### config.mk
export PLATFORM = sky130hd
export DESIGN_NAME = instr_encode_loader
export DESIGN_NICKNAME = d
export VERILOG_FILES = /design/src/rtl/instr_encode_loader.sv
export SDC_FILE = /design/constraint.sdc
export NUM_CORES = 1
export LEC_CHECK = 0
export BUFFER_PORTS_ARGS = -buffer_cell sky130_fd_sc_hd__buf_4
export CAP_MARGIN = 20
export CORE_UTILIZATION = 46
export DETAILED_ROUTE_END_ITERATION = 8
export PLACE_DENSITY = 0.8
export REMOVE_ABC_BUFFERS = 1
export SETUP_SLACK_MARGIN = 0.05
export SLEW_MARGIN = 20
export SYNTH_ARGS = -nofsm -noshare
export SYNTH_HDL_FRONTEND = slang
export SYNTH_SLANG_ARGS = --single-unit
### constraint.sdc
create_clock -name clk -period 2.2 [get_ports clk]
set_clock_uncertainty 0.1 [all_clocks]
set_input_delay 0.44 -clock clk [delete_from_list [all_inputs] [get_ports clk]]
set_output_delay 0.44 -clock clk [all_outputs]
set_load 0.01 [all_outputs]
### src/rtl/instr_encode_loader.sv
// Packs R/I/J instruction fields into 32-bit MIPS words and streams them into imem.
// Optional macro INSTR_ENC_RANGE_CHECK_EN flags I-type immediates that do not fit in 16 signed bits.
module instr_encode_loader #(
    parameter int                    ADDR_WIDTH = 10,
    parameter logic [ADDR_WIDTH-1:0] BASE_ADDR  = '0
) (
    input  logic                  clk,
    input  logic                  reset,
    input  logic                  start,
    input  logic                  in_valid,
    output logic                  in_ready,
    input  logic [1:0]            fmt,
    input  logic [5:0]            opcode,
    input  logic [4:0]            rs,
    input  logic [4:0]            rt,
    input  logic [4:0]            rd,
    input  logic [4:0]            shamt,
    input  logic [5:0]            funct,
    input  logic [31:0]           imm,
    input  logic [25:0]           jtarget,
    input  logic                  last,
    output logic                  imem_we,
    output logic [ADDR_WIDTH-1:0] imem_addr,
    output logic [31:0]           imem_wdata,
    output logic [ADDR_WIDTH:0]   count,
    output logic                  done,
    output logic                  overflow,
    output logic                  err
);

    typedef enum logic [1:0] {S_IDLE, S_LOAD, S_DONE} state_e;

    localparam logic [ADDR_WIDTH-1:0] TOP_ADDR = '1;
    localparam logic [ADDR_WIDTH-1:0] PTR_ONE  = 1;
    localparam logic [ADDR_WIDTH:0]   CNT_ONE  = 1;

    state_e                  state_q, state_d;
    logic [ADDR_WIDTH-1:0]   ptr_q, ptr_d;
    logic [ADDR_WIDTH-1:0]   addr_q, addr_d;
    logic [31:0]             wdata_q, wdata_d;
    logic [ADDR_WIDTH:0]     count_q, count_d;
    logic                    we_q, we_d;
    logic                    ovf_q, ovf_d;
    logic                    err_q, err_d;
    logic [31:0]             packed_word;
    logic                    fmt_bad;
    logic                    accept;

    always_comb begin
        packed_word = 32'h0;
        fmt_bad     = 1'b0;
        case (fmt)
            2'b00:   packed_word = {opcode, rs, rt, rd, shamt, funct};
            2'b01:   packed_word = {opcode, rs, rt, imm[15:0]};
            2'b10:   packed_word = {opcode, jtarget};
            default: fmt_bad     = 1'b1;
        endcase
`ifdef INSTR_ENC_RANGE_CHECK_EN
        // Immediate must be a sign extension of its low half to survive encoding.
        if (fmt == 2'b01 && imm[31:16] != {16{imm[15]}}) fmt_bad = 1'b1;
`endif
    end

`ifndef INSTR_ENC_RANGE_CHECK_EN
    logic imm_hi_unused;
    assign imm_hi_unused = ^imm[31:16];
`endif

    assign in_ready = (state_q == S_LOAD);
    assign accept   = in_valid && in_ready;

    always_comb begin
        state_d = state_q;
        ptr_d   = ptr_q;
        addr_d  = addr_q;
        wdata_d = wdata_q;
        count_d = count_q;
        we_d    = 1'b0;
        ovf_d   = ovf_q;
        err_d   = err_q;
        case (state_q)
            S_IDLE, S_DONE: begin
                if (start) begin
                    state_d = S_LOAD;
                    ptr_d   = BASE_ADDR;
                    count_d = '0;
                    ovf_d   = 1'b0;
                    err_d   = 1'b0;
                end
            end
            S_LOAD: begin
                if (accept) begin
                    we_d    = 1'b1;
                    addr_d  = ptr_q;
                    wdata_d = packed_word;
                    count_d = count_q + CNT_ONE;
                    if (fmt_bad) err_d = 1'b1;
                    // The pointer stops at the top word; running into it ends the load.
                    if (ptr_q == TOP_ADDR) begin
                        state_d = S_DONE;
                        if (!last) ovf_d = 1'b1;
                    end else begin
                        ptr_d = ptr_q + PTR_ONE;
                        if (last) state_d = S_DONE;
                    end
                end
            end
            default: state_d = S_IDLE;
        endcase
    end

    always_ff @(posedge clk) begin
        if (reset) begin
            state_q <= S_IDLE;
            ptr_q   <= BASE_ADDR;
            addr_q  <= BASE_ADDR;
            wdata_q <= 32'h0;
            count_q <= '0;
            we_q    <= 1'b0;
            ovf_q   <= 1'b0;
            err_q   <= 1'b0;
        end else begin
            state_q <= state_d;
            ptr_q   <= ptr_d;
            addr_q  <= addr_d;
            wdata_q <= wdata_d;
            count_q <= count_d;
            we_q    <= we_d;
            ovf_q   <= ovf_d;
            err_q   <= err_d;
        end
    end

    assign imem_we    = we_q;
    assign imem_addr  = addr_q;
    assign imem_wdata = wdata_q;
    assign count      = count_q;
    assign done       = (state_q == S_DONE);
    assign overflow   = ovf_q;
    assign err        = err_q;

endmodule

== Word level (Yosys, flattened, before mapping) ==
Index checks and enable logic that the tools add are counted.

* Output and inout port bits: 58
* RAM bits: 0
* Input bits: 97
* Bits in latches: 0
* Bits in registers: 68
* Memories: 0
* Memory bits (read-only): 0
* Logic and storage cells: 58

* Order comparisons: 0
* Shifts and indexed selects: 0
* Divide/modulo/power cells: 0
* Add/sub/neg operators: 2
* Multipliers: 0
* Eq/ne operators: 12
* Reduce and logical (&&, ||, !) cells: 13
* Bitwise operators: 1
* Multiplexer cells: 22

{| class="wikitable"
|+ Operators by type and width
! cell !! count
|-
| 32-bit case mux with 3 select lines || 1
|-
| 10-bit 2-to-1 mux || 3
|-
| 11-bit 2-to-1 mux || 2
|-
| 11-bit case mux with 2 select lines || 1
|-
| 10-bit case mux with 2 select lines || 1
|-
| 11-bit by 1-bit adder with 11-bit output, second input constant || 1
|-
| 10-bit by 1-bit adder with 10-bit output, second input constant || 1
|-
| 10-bit == test, second input constant || 1
|-
| 2-bit 2-to-1 mux || 4
|-
| 2-bit != test, second input constant || 4
|-
| 4-bit AND reduction || 2
|-
| 1-bit 2-to-1 mux || 7
|-
| 3-bit AND reduction || 2
|-
| 5-bit AND reduction || 1
|-
| 2-bit by 1-bit == test with 1-bit output, second input constant || 2
|-
| 2-bit == test, second input constant || 2
|-
| 2-bit logical NOT || 2
|-
| 2-bit by 1-bit != test with 1-bit output, second input constant || 2
|-
| 1-bit case mux with 2 select lines || 2
|-
| 2-bit case mux with 2 select lines || 1
|-
| 2-bit OR reduction || 2
|-
| 3-bit by 1-bit != test with 1-bit output, second input constant || 1
|-
| 3-bit OR reduction || 1
|-
| 2-bit AND reduction || 1
|-
| 3 further kinds || 3
|}

== Logic depth before layout (Yosys ltp) ==
Gate-level depths: netlist of the first run.

* Depth after elaboration: 5
* Mapped depth: 5

== Worst setup path after synthesis of the first run ==
OpenSTA, ideal clock, no wires.

* Kind: input to register
* Start: in fmt[0]
* End: reg wdata_q[10] (netlist: imem_wdata[10])
* Setup slack: 0.496 ns
* Buffers on the path: 2
* Arrival: 1.472 ns
* Cell stages on the path: 5
* Library setup time: 0.132 ns
* Data required time: 1.968 ns
* Cell sequence: buf_2 > buf_2 > mux2_2 > a221oi_1 > nor3_1

* Word-level cells in the longest chain between the ends: 2
* Elaborated cells on any way between the ends: 4

{| class="wikitable"
|+ RTL lines
! what !! line !! text
|-
| start: declaration || 12 || <nowiki>input logic [1:0] fmt,</nowiki>
|-
| 2-bit == test, or another cell as far along || 52 || <nowiki>case (fmt)</nowiki>
|-
| 32-bit case mux with 3 select lines * || 52 ||
|-
| end signal: assignment || 126 || <nowiki>wdata_q <= wdata_d;</nowiki>
|-
| end: declaration || 40 || <nowiki>logic [31:0] wdata_q, wdata_d;</nowiki>
|}

Every way passes the cells marked *; elsewhere a longest branch is shown, timed or not.
A chain may end at the register's enable or synchronous reset.

== Worst setup path after layout of the first run ==
* Start: reg state_q[0]
* End: out in_ready

* Word-level cells in the longest chain between the ends: 1

{| class="wikitable"
|+ RTL lines
! what !! line !! text
|-
| start: declaration || 37 || <nowiki>state_e state_q, state_d;</nowiki>
|-
| start signal: assignment || 123 || <nowiki>state_q <= state_d;</nowiki>
|-
| 2-bit by 1-bit == test with 1-bit output || 69 || <nowiki>assign in_ready = (state_q == S_LOAD);</nowiki>
|-
| end: declaration || 11 || <nowiki>output logic in_ready,</nowiki>
|}

Every way passes these cells.

==> results of run 1 <==
[worst min-delay path, delay by kind of cell]
family	cells	cell delay, ps
AOI/OAI and AO/OA	1	60
buffers and inverters	1	100
and+or+nand+nor	1	50
[cell families after synthesis]
| logic type | count (synthesis) | synth area share, % |
|---|---|---|
| simple gates | 147 | 23.0 |
| fa+ha+maj | 2 | 0.790 |
| buf+inv | 33 | 4.82 |
| flops | 68 | 43.0 |
| compound gates | 78 | 19.9 |
| mux | 16 | 5.69 |
| xor+xnor | 10 | 2.77 |
[worst min path at each step]
stage          slack (ps)                           to  depth (start not counted)
4_1_cts               250  imem_wdata[27]$_SDFFE_PP0P_                          3
3_3_place_gp          340  imem_wdata[27]$_SDFFE_PP0P_                          2
2_1_floorplan         350        ptr_q[6]$_SDFFE_PP0P_                          2
5_1_grt               260  imem_wdata[28]$_SDFFE_PP0P_                          3
3_5_place_dp          350  imem_wdata[30]$_SDFFE_PP0P_                          2
6_report              260  imem_wdata[27]$_SDFFE_PP0P_                          3
[metrics by stage]
stage / worst slack (ps) / total power (W) / instance area (um^2) / utilization, % / hold WS (ps)
2_1_floorplan: 241 / 0.00150 / 3040 / - / 348
3_3_place_gp: 405 / 0.00174 / 4240 / 65.3 / 339
3_5_place_dp: 375 / 0.00175 / 4240 / 65.3 / 345
4_1_cts: 164 / 0.00274 / 4430 / 68.2 / 248
5_1_grt: 72.7 / 0.00284 / 4430 / 68.2 / 258
6_report: 161 / 0.00273 / 4430 / 68.2 / 259
[power by group through the flow]
| stage | sequential (W) | combinational, W | clock (W) |
|---|---|---|---|
| after floorplan | 0.00134 | 0.000160 | 0 |
| after global placement | 0.00132 | 0.000419 | 0 |
| after detailed placement | 0.00132 | 0.000427 | 0 |
| after CTS | 0.00129 | 0.000428 | 0.00102 |
| after global routing | 0.00130 | 0.000463 | 0.00108 |
| final | 0.00129 | 0.000427 | 0.00100 |
[sequential cells by signal, indices dropped and copies added (netlist names)]
register,flops
imem_wdata,32
count,11
imem_addr,10
ptr_q,10
state_q,2
err,1
imem_we,1
overflow,1
[area by class of cell]
cell class	instances	area [um^2]	share of cell area [%]
tap	77	96.3	2.17
multi-input combinational	253	1650	37.3
clock buffer	10	128	2.88
inverter	7	26.3	0.593
timing repair buffer	147	1100	24.9
sequential	68	1360	30.7
clock inverter	6	63.8	1.44
[layout by cell type (no fill, tap or decap), types with 4 or more instances in the layout]
cell type | synthesis | final
dfxtp_1 | 68 | 68
xnor2_1 | 8 | 8
nor3_1 | 28 | 28
nand3_1 | 18 | 18
a31oi_1 | 4 | 4
a221oi_1 | 26 | 26
mux2_2 | 16 | 16
buf_4 | 2 | 147
inv_1 | 6 | 6
nand2_1 | 40 | 40
clkbuf_8 | 0 | 9
a21oi_1 | 26 | 26
nor2_1 | 41 | 41
[per-layer routing]
layer  vias to the layer above  track usage, %
met5                         -               0
li1                       1562               -
met1                      1478            30.4
met2                       129            42.8
met3                        15            4.28
met4                         0            8.94
==> parameters.txt, run 1 <==
Parameter                              Value

Detailed routing
  Residual DRC count ... 15
  Metal-1 WL ... 3700 um
  First-pass iteration count of the detailed router ... 7
  Top routing layer in use ... met4
  Vias per inst ... 5.61
  Routed via count ... 3184
  Average routed wire per standard cell ... 15.7 um
  First DRT Iteration DRCs ... 181
  Total wirelength of the detailed-routed design ... 8920 um
  ANT nets after route ... 0
  Met3 Routed Length ... 672 um
  Detail Route met2 WL ... 4400 um

STA
  Hold Vio Cnt, Final ... 0
  Highest Clock Rate ... 0.490 GHz
  Post-layout minimum cycle time ... 2040 ps
  Headroom to the max-slew limit ... 67.9%
  Setup_tns ... 0 ps
  RSZ-0062 raised after global routing ... false
  Max-slew violations ... 0
  Count of final setup violators ... 0
  Worst-margin pin slew ... 482 ps
  Share of the clock period used by the worst path ... 92.7%

Place
  Placed wire-length estimate after detailed placement ... 6430 um
  Cell Count Post-Placement ... 552
  Port Buffers ... 138
  Weighted congestion reported at the end of routability-driven placement ... 0.881

Yosys
  Commonest cells in the synthesized netlist ... 68 x dfxtp_1, 41 x nor2_1, 40 x nand2_1
  Synth warnings ... 0
  Top cells by area, synth ... dfxtp_1 43%, a221oi_1 7.2%, mux2_2 5.7%
  Post-synth top area cell ... dfxtp_1
  Number of standard cells after synthesis ... 354
  Post-synth top area share ... 43.0%
  Number of library cell types mapped by synthesis ... 46
  Post-synthesis sequential area ratio ... 43.0%
  Mapped Avg Cell Area ... 8.95 um^2
  Main flop type after synthesis ... dfxtp_1
  Async SR Flop Fraction ... 0%
  Cell area after synthesis ... 3170 um^2
  Most used standard cell by instance count after synthesis ... dfxtp_1
  Flop and latch count out of synthesis ... 68
  Number of synthesized flops with an enable pin ... 0

Floorplan
  Floorplan die height ... 85.0 um
  Initial core utilization ... 48.8%
  Placement row count ... 29
  Area of the core region ... 6490 um^2
  Die area ... 7220 um^2
  Number of ports placed on the die boundary ... 155
  Die Wd ... 85.0 um

Clocking
  Post-CTS setup buffer count ... 0
  Sinks on Clock Net ... 68
  Number of buffers between clock root and the deepest sink ... 2
  CTS clock-pin slew for the worst setup and hold paths ... 80 ps
  H-tree levels ... 3
  CTS tree ... yes
  Number of buffers added to fix hold violations after cts ... 0
  CTS root buffer ... clkbuf_8
  Number of gates resized after cts ... 0
  Worst-Skew Late Latency ... 340 ps
  CTS buffer count ... 9

Critical path
  Crit path largest cell delay ... 440 ps
  Endpoint required time on the critical path ... 1660 ps
  First element of the critical path ... state_q[0]$_SDFFE_PP0P_
  Type of origin of the critical path ... flop
  Cell type group with the largest total delay on the critical path ... flip-flops
  Critical path depth in cells ... 3
  Critical path class ... flop to primary output
  R2R Setup Slk ... 350 ps
  Critical path, cell by cell ... or2b_1 -> inv_1 -> buf_4
  Origin of the critical flop-to-flop path ... ptr_q[0]$_SDFFE_PP0P_
  Cell with the biggest individual delay on the critical path ... dfxtp_1
  Worst R2R Path Depth ... 5
  Reg-to-reg critical path endpoint ... ptr_q[4]$_SDFFE_PP0P_
  Endpoint class of the critical path ... primary output
  CP Max Fanout ... 7
  Endpoint of the worst setup timing path ... in_ready
  Crit path arrival time ... 1500 ps
  Buffers plus inverters on the worst setup path ... 2

Power and ir drop
  Clock share of power ... 36.9%
  Total net switching power ... 0.000713 W
  Cell-internal power ... 0.00201 W
  Switching power share of the total ... 26.1%
  Power per standard cell area ... 615 nW/um^2
  Leakage ... 1.82 nW
  Largest voltage drop on the vdd net ... 363 uV
  Power share of the combinational group ... 15.7%
  Power share of the sequential group ... 47.5%

Global route
  Wire length of the first global-routing pass ... 14000 um
  Overall routing resource usage ... 24.6%
  Largest net degree at the start of global routing ... 43
  Via count of the first global-routing pass ... 2908
  Overflow left after global routing ... 0
  Initial antenna violation count ... 0

Final layout
  Layout cells sized above 1 ... 39.9%
  Number of nets in the layout ... 585
  FILL cells ... 557
  Layout-stage area growth over the synthesis result ... 39.9%
  Non-filler instance count after layout ... 568
  Count of inserted antenna diode cells ... 0

Hold path
  Hold wc startpoint ... opcode[1]
  Class of the most critical hold timing path ... input port to flop

Outcome
  Failing checks ... design-rule violations
  Run status ... finished with violations

Flow run
  MaxCap Viol Count ... 0
Power figures use the tool's default switching activity.
==> run 2: changes to the inputs <==
Settings changed: CELL_PAD_IN_SITES_DETAIL_PLACEMENT set to 0, CELL_PAD_IN_SITES_GLOBAL_PLACEMENT set to 1, CORE_UTILIZATION 46 to 33, PLACE_DENSITY 0.8 to unset, PLACE_DENSITY_LB_ADDON set to 0.1.
==> run 2 against run 1 <==
Net effect:
- the run now ends clean
- combinational power about the same
- core utilization down 20 points
- via count shrank 3.9%
- sequential cell count unchanged
- non-clock buffer count is 1 lower
- worst setup slack worse by 3.1 ps
- worst hold slack improved by 4.0 ps
- first-iteration DRC count is 70% lower
- fmax decreased by 0.15%
- count of clock-buffer cells in the layout rose by 2
- critical endpoint unchanged
- highest routed layer unchanged
==> parameters.txt, run 2 (synthesis gave the netlist of run 1 again) <==
Parameter                              Value

STA
  Hold Vio Cnt, Final ... 0
  Highest Clock Rate ... 0.490 GHz
  Headroom to the max-slew limit ... 58.9%
  Post-layout minimum cycle time ... 2040 ps
  Setup_tns ... 0 ps
  Worst-margin pin slew ... 615 ps
  Max-slew violations ... 0
  Share of the clock period used by the worst path ... 92.8%
  RSZ-0062 raised after global routing ... false
  Count of final setup violators ... 0

Clocking
  H-tree levels ... 3
  CTS tree ... yes
  Sinks on Clock Net ... 68
  CTS buffer count ... 9
  Post-CTS setup buffer count ... 0
  Number of gates resized after cts ... 0
  CTS clock-pin slew for the worst setup and hold paths ... 80 ps
  Number of buffers between clock root and the deepest sink ... 2
  Number of buffers added to fix hold violations after cts ... 0
  CTS root buffer ... clkbuf_8
  Worst-Skew Late Latency ... 330 ps

Critical path
  Endpoint of the worst setup timing path ... in_ready
  First element of the critical path ... state_q[0]$_SDFFE_PP0P_
  Crit path largest cell delay ... 450 ps
  Type of origin of the critical path ... flop
  R2R Setup Slk ... 340 ps
  Origin of the critical flop-to-flop path ... ptr_q[0]$_SDFFE_PP0P_
  Reg-to-reg critical path endpoint ... ptr_q[4]$_SDFFE_PP0P_
  Crit path arrival time ... 1500 ps
  CP Max Fanout ... 7
  Endpoint class of the critical path ... primary output
  Critical path class ... flop to primary output
  Critical path, cell by cell ... or2b_1 -> inv_1 -> buf_4
  Cell with the biggest individual delay on the critical path ... dfxtp_1
  Worst R2R Path Depth ... 5
  Endpoint required time on the critical path ... 1660 ps

Final layout
  Post-route standard cell area excluding fillers ... 4480 um^2
  FILL cells ... 966
  Count of inserted antenna diode cells ... 0
  Number of nets in the layout ... 584
  Layout-stage area growth over the synthesis result ... 41.6%
  Commonest cells after routing, fill and taps aside ... 146 x buf_4, 68 x dfxtp_1, 40 x nand2_1, 40 x nor2_1, 28 x nor3_1
  Layout cells sized above 1 ... 40.0%
  Most common cell after layout, fill and taps aside ... buf_4
  Max FFs per register ... 32

Detailed routing
  First DRT Iteration DRCs ... 55
  ANT nets after route ... 0
  Average routed wire per standard cell ... 14.9 um
  First-pass iteration count of the detailed router ... 4
  Vias per inst ... 4.94
  Routed via count ... 3059
  Residual DRC count ... 0
  Total wirelength of the detailed-routed design ... 9200 um

Global route
  Wire length of the first global-routing pass ... 14600 um
  Overall routing resource usage ... 18.5%
  Overflow left after global routing ... 0
  Largest net degree at the start of global routing ... 43
  Via count of the first global-routing pass ... 2906
  Initial antenna violation count ... 0

Floorplan
  Die area ... 9990 um^2
  Placement row count ... 35
  Number of ports placed on the die boundary ... 155
  Floorplan die height ... 100 um
  Initial core utilization ... 34.1%
  Die Wd ... 100 um
  Area of the core region ... 9280 um^2

Place
  Placed wire-length estimate after detailed placement ... 6490 um
  DP Area ... 4300 um^2
  Port Buffers ... 138
  Weighted congestion reported at the end of routability-driven placement ... 0.783

Flow run
  MaxCap Viol Count ... 0

Power and ir drop
  Cell-internal power ... 0.00196 W
  Switching power share of the total ... 26.5%
  Largest voltage drop on the vdd net ... 234 uV
  Leakage ... 1.82 nW
  Power per standard cell area ... 594 nW/um^2
  Total net switching power ... 0.000704 W
  Power share of the sequential group ... 48.7%
  Power share of the combinational group ... 16.1%
  Clock share of power ... 35.3%

Outcome
  Run status ... finished clean

Hold path
  Class of the most critical hold timing path ... input port to flop
==> run 2: cell types whose count changed in the layout (fill, tap and decap cells not counted) <==
| cell | change |
|---|---|
| buf_4 | -1 |
| nor2_4 | +1 |
| nor2_1 | -1 |
| bufinv_16 | -1 |
| clkbuf_8 | +2 |
| clkinv_2 | +1 |
| inv_6 | -1 |
| clkinv_4 | +1 |
| clkinvlp_4 | -2 |
==> run 2: per-layer routing <==
| metal | vias to the layer above | global-route usage, % | part of all wire (%) |
|---|---|---|---|
| li1 | 1558 | - | - |
| met1 | 1394 | 24.8 | 49 |
| met2 | 100 | 30.1 | 45 |
| met3 | 7 | 2.86 | 5.1 |
| met4 | 0 | 7.13 | 0.95 |
| met5 | - | 0 | 0 |
==> run 2: layout make-up <==
type / instances / area [um^2] / area share, %
clock buffer: 12 / 155 / 3.46
multi-input combinational: 253 / 1660 / 37.0
inverter: 7 / 26.3 / 0.586
sequential: 68 / 1360 / 30.4
timing repair buffer: 146 / 1100 / 24.4
clock inverter: 4 / 23.8 / 0.530
tap: 129 / 161 / 3.60
==> run 2: through the flow <==
step / worst slack, ps / instances / util [%] / total power, W / hold slack [ps]
after floorplan: 241 / 328 / - / 0.00150 / 348
after global placement: 106 / 603 / 46.3 / 0.00175 / 341
after detailed placement: 123 / 603 / 46.3 / 0.00176 / 353
after CTS: 112 / 619 / 48.2 / 0.00270 / 249
after global routing: 88.4 / 619 / 48.3 / 0.00279 / 258
final: 158 / 619 / 48.3 / 0.00266 / 263
==> run 2: worst min-delay path by stage <==
stage,from,endpoint,depth (start not counted)
6_report,opcode[3],imem_wdata[29]$_SDFFE_PP0P_,3
4_1_cts,opcode[3],imem_wdata[29]$_SDFFE_PP0P_,3
3_5_place_dp,imem_addr[9]$_SDFFE_PP0P_,imem_addr[9]$_SDFFE_PP0P_,2
3_3_place_gp,imem_wdata[30]$_SDFFE_PP0P_,imem_wdata[30]$_SDFFE_PP0P_,2
2_1_floorplan,ptr_q[6]$_SDFFE_PP0P_,ptr_q[6]$_SDFFE_PP0P_,2
5_1_grt,opcode[0],imem_wdata[26]$_SDFFE_PP0P_,3
==> run 2: worst max-delay path: cells and delay by family (launching register included) <==
family / cells / cell delay, ps
buf+inv: 2 / 390
simple gates: 1 / 320
flops: 1 / 450
==> run 2: power by group through the flow <==
stage	logic, W	clock network (W)	registers (W)
finish	0.000428	0.000939	0.00129
detailed placement	0.000431	0	0.00132
global placement	0.000431	0	0.00132
CTS	0.000433	0.000973	0.00130
global route	0.000471	0.00102	0.00130
floorplan	0.000160	0	0.00134
==> run 3: changes to the inputs <==
Settings changed: CORE_UTILIZATION 33 to 30, SKIP_CTS_REPAIR_TIMING set to 1.
Clock period 2.2 ns to 1.8 ns, I/O delays scaled along.
==> run 3 against run 2 <==
Net effect:
- global-route usage is 0.092 points lower
- power is 26% higher
- sequential cell count stayed put
- via count is 5.4% higher
- routed wire length is 8.2% higher
- worst hold slack worse by 88 ps
- worst setup slack worse by 87 ps
- largest power group unchanged
- design area is 3.2% higher
==> parameters.txt, run 3 (synthesis gave the netlist of run 1 again) <==
Parameter                              Value

Critical path
  Critical path depth in cells ... 3
  CP Max Fanout ... 7
  Cell type group with the largest total delay on the critical path ... flip-flops
  Critical path class ... flop to primary output
  Cell with the biggest individual delay on the critical path ... dfxtp_2
  Worst R2R Path Depth ... 5
  Crit path largest cell delay ... 380 ps
  Critical path, cell by cell ... or2b_4 -> inv_4 -> buf_4
  Endpoint required time on the critical path ... 1340 ps
  Buffers plus inverters on the worst setup path ... 2
  Crit path arrival time ... 1270 ps
  Type of origin of the critical path ... flop
  Endpoint class of the critical path ... primary output

Global route
  GR met2 Demand/Resource ... 29.8%
  GRT met3 Usage ... 3.56%
  Overall routing resource usage ... 18.4%
  Largest net degree at the start of global routing ... 32
  Initial antenna violation count ... 0
  Wire length of the first global-routing pass ... 16000 um
  Peak-usage layer in the global routing report ... met2
  Overflow left after global routing ... 0
  Met1 track demand over resource in global routing ... 24.3%
  Via count of the first global-routing pass ... 3058

STA
  Max-slew violations ... 0
  Worst hold slack ... 175 ps
  Share of the clock period used by the worst path ... 96.1%
  RSZ-0062 raised after global routing ... true
  Highest Clock Rate ... 0.578 GHz
  Hold Vio Cnt, Final ... 0
  Headroom to the max-slew limit ... 56.1%
  Count of final setup violators ... 0
  Worst-margin pin slew ... 657 ps
  Setup WS post-layout ... 71.0 ps
  Post-layout minimum cycle time ... 1730 ps

Floorplan
  Number of ports placed on the die boundary ... 155
  Die Wd ... 105 um
  Placement row count ... 37
  Floorplan die height ... 105 um
  Initial core utilization ... 30.8%
  Area of the core region ... 10300 um^2
  Die area ... 11000 um^2

Final layout
  Most common cell after layout, fill and taps aside ... buf_4
  Number of nets in the layout ... 595
  Max FFs per register ... 32
  Count of inserted antenna diode cells ... 0
  Layout-stage area growth over the synthesis result ... 46.1%
  Layout cells sized above 1 ... 42.6%
  Commonest cells after routing, fill and taps aside ... 156 x buf_4, 64 x dfxtp_1, 40 x nand2_1, 40 x nor2_1, 28 x nor3_1

Clocking
  CTS root buffer ... clkbuf_8
  Number of buffers between clock root and the deepest sink ... 2
  CTS tree ... yes
  CTS buffer count ... 9
  Sinks on Clock Net ... 68
  Worst-Skew Late Latency ... 340 ps
  H-tree levels ... 3
  CTS clock-pin slew for the worst setup and hold paths ... 80 ps

Hold path
  Number of instances on the worst hold path ... 3
  Class of the most critical hold timing path ... input port to flop

Detailed routing
  First-pass iteration count of the detailed router ... 5
  Total wirelength of the detailed-routed design ... 9950 um
  First DRT Iteration DRCs ... 124
  ANT nets after route ... 0
  Routed via count ... 3224
  Residual DRC count ... 0
  Average routed wire per standard cell ... 15.6 um
  Vias per inst ... 5.07

Place
  Weighted congestion reported at the end of routability-driven placement ... 0.790
  Pre-CTS WS ... -215 ps
  Placed wire-length estimate after detailed placement ... 7000 um
  Port Buffers ... 138

Power and ir drop
  Largest voltage drop on the vdd net ... 315 uV
  Leakage ... 1.87 nW
  Power per standard cell area ... 727 nW/um^2

Flow run
  MaxCap Viol Count ... 0

Outcome
  Run status ... finished clean
-- run 3: metrics by stage --
| stage | utilization, % | instances | TNS [ps] | total power (W) | instance area (um^2) |
|---|---|---|---|---|---|
| 2_1_floorplan | - | 328 | -1710 | 0.00183 | 3040 |
| 3_3_place_gp | 42.9 | 621 | -3380 | 0.00217 | 4400 |
| 3_5_place_dp | 42.9 | 621 | -4420 | 0.00217 | 4400 |
| 4_1_cts | 44.6 | 636 | -173 | 0.00342 | 4590 |
| 5_1_grt | 45.0 | 636 | 0 | 0.00354 | 4630 |
| 6_report | 45.0 | 636 | 0 | 0.00337 | 4630 |
-- run 3: final timing paths --
check,start,to,slack (ps)
worst min-delay path,opcode[2],imem_wdata[28]$_SDFFE_PP0P_,170
worst max-delay path,state_q[0]$_SDFFE_PP0P_,in_ready,70
worst max register to register,ptr_q[1]$_SDFFE_PP0P_,ptr_q[8]$_SDFFE_PP0P_,150
worst min register to register,imem_wdata[28]$_SDFFE_PP0P_,imem_wdata[28]$_SDFFE_PP0P_,350
-- run 3: final cells by class --
| cell class | instances | area [um^2] |
|---|---|---|
| clock buffers | 10 | 128 |
| clock inverters | 5 | 53.8 |
| fillers | 1040 | 5650 |
| inverters | 7 | 28.8 |
| multi-input cells | 253 | 1690 |
| flip-flops and latches | 68 | 1370 |
| well taps | 136 | 170 |
| repair buffers | 157 | 1190 |
-- run 3: tightest hold or removal path: cells and delay by family --
family / cells / cell delay, ps
AOI/OAI and AO/OA: 1 / 60
buffers and inverters: 1 / 110
and+or+nand+nor: 1 / 50
-- run 3: per-layer routing --
metal,part of all wire (%),routed length (um)
met1,48,4750
met2,45,4450
met3,6.1,603
met4,1.5,153
met5,0,0
-- run 3: power by group --
group | leakage, nW | internal [W] | total (W) | switching, W
clock network | 0.0959 | 0.000628 | 0.00123 | 0.000599
registers | 0.554 | 0.00155 | 0.00158 | 0.0000285
logic | 1.22 | 0.000289 | 0.000557 | 0.000268
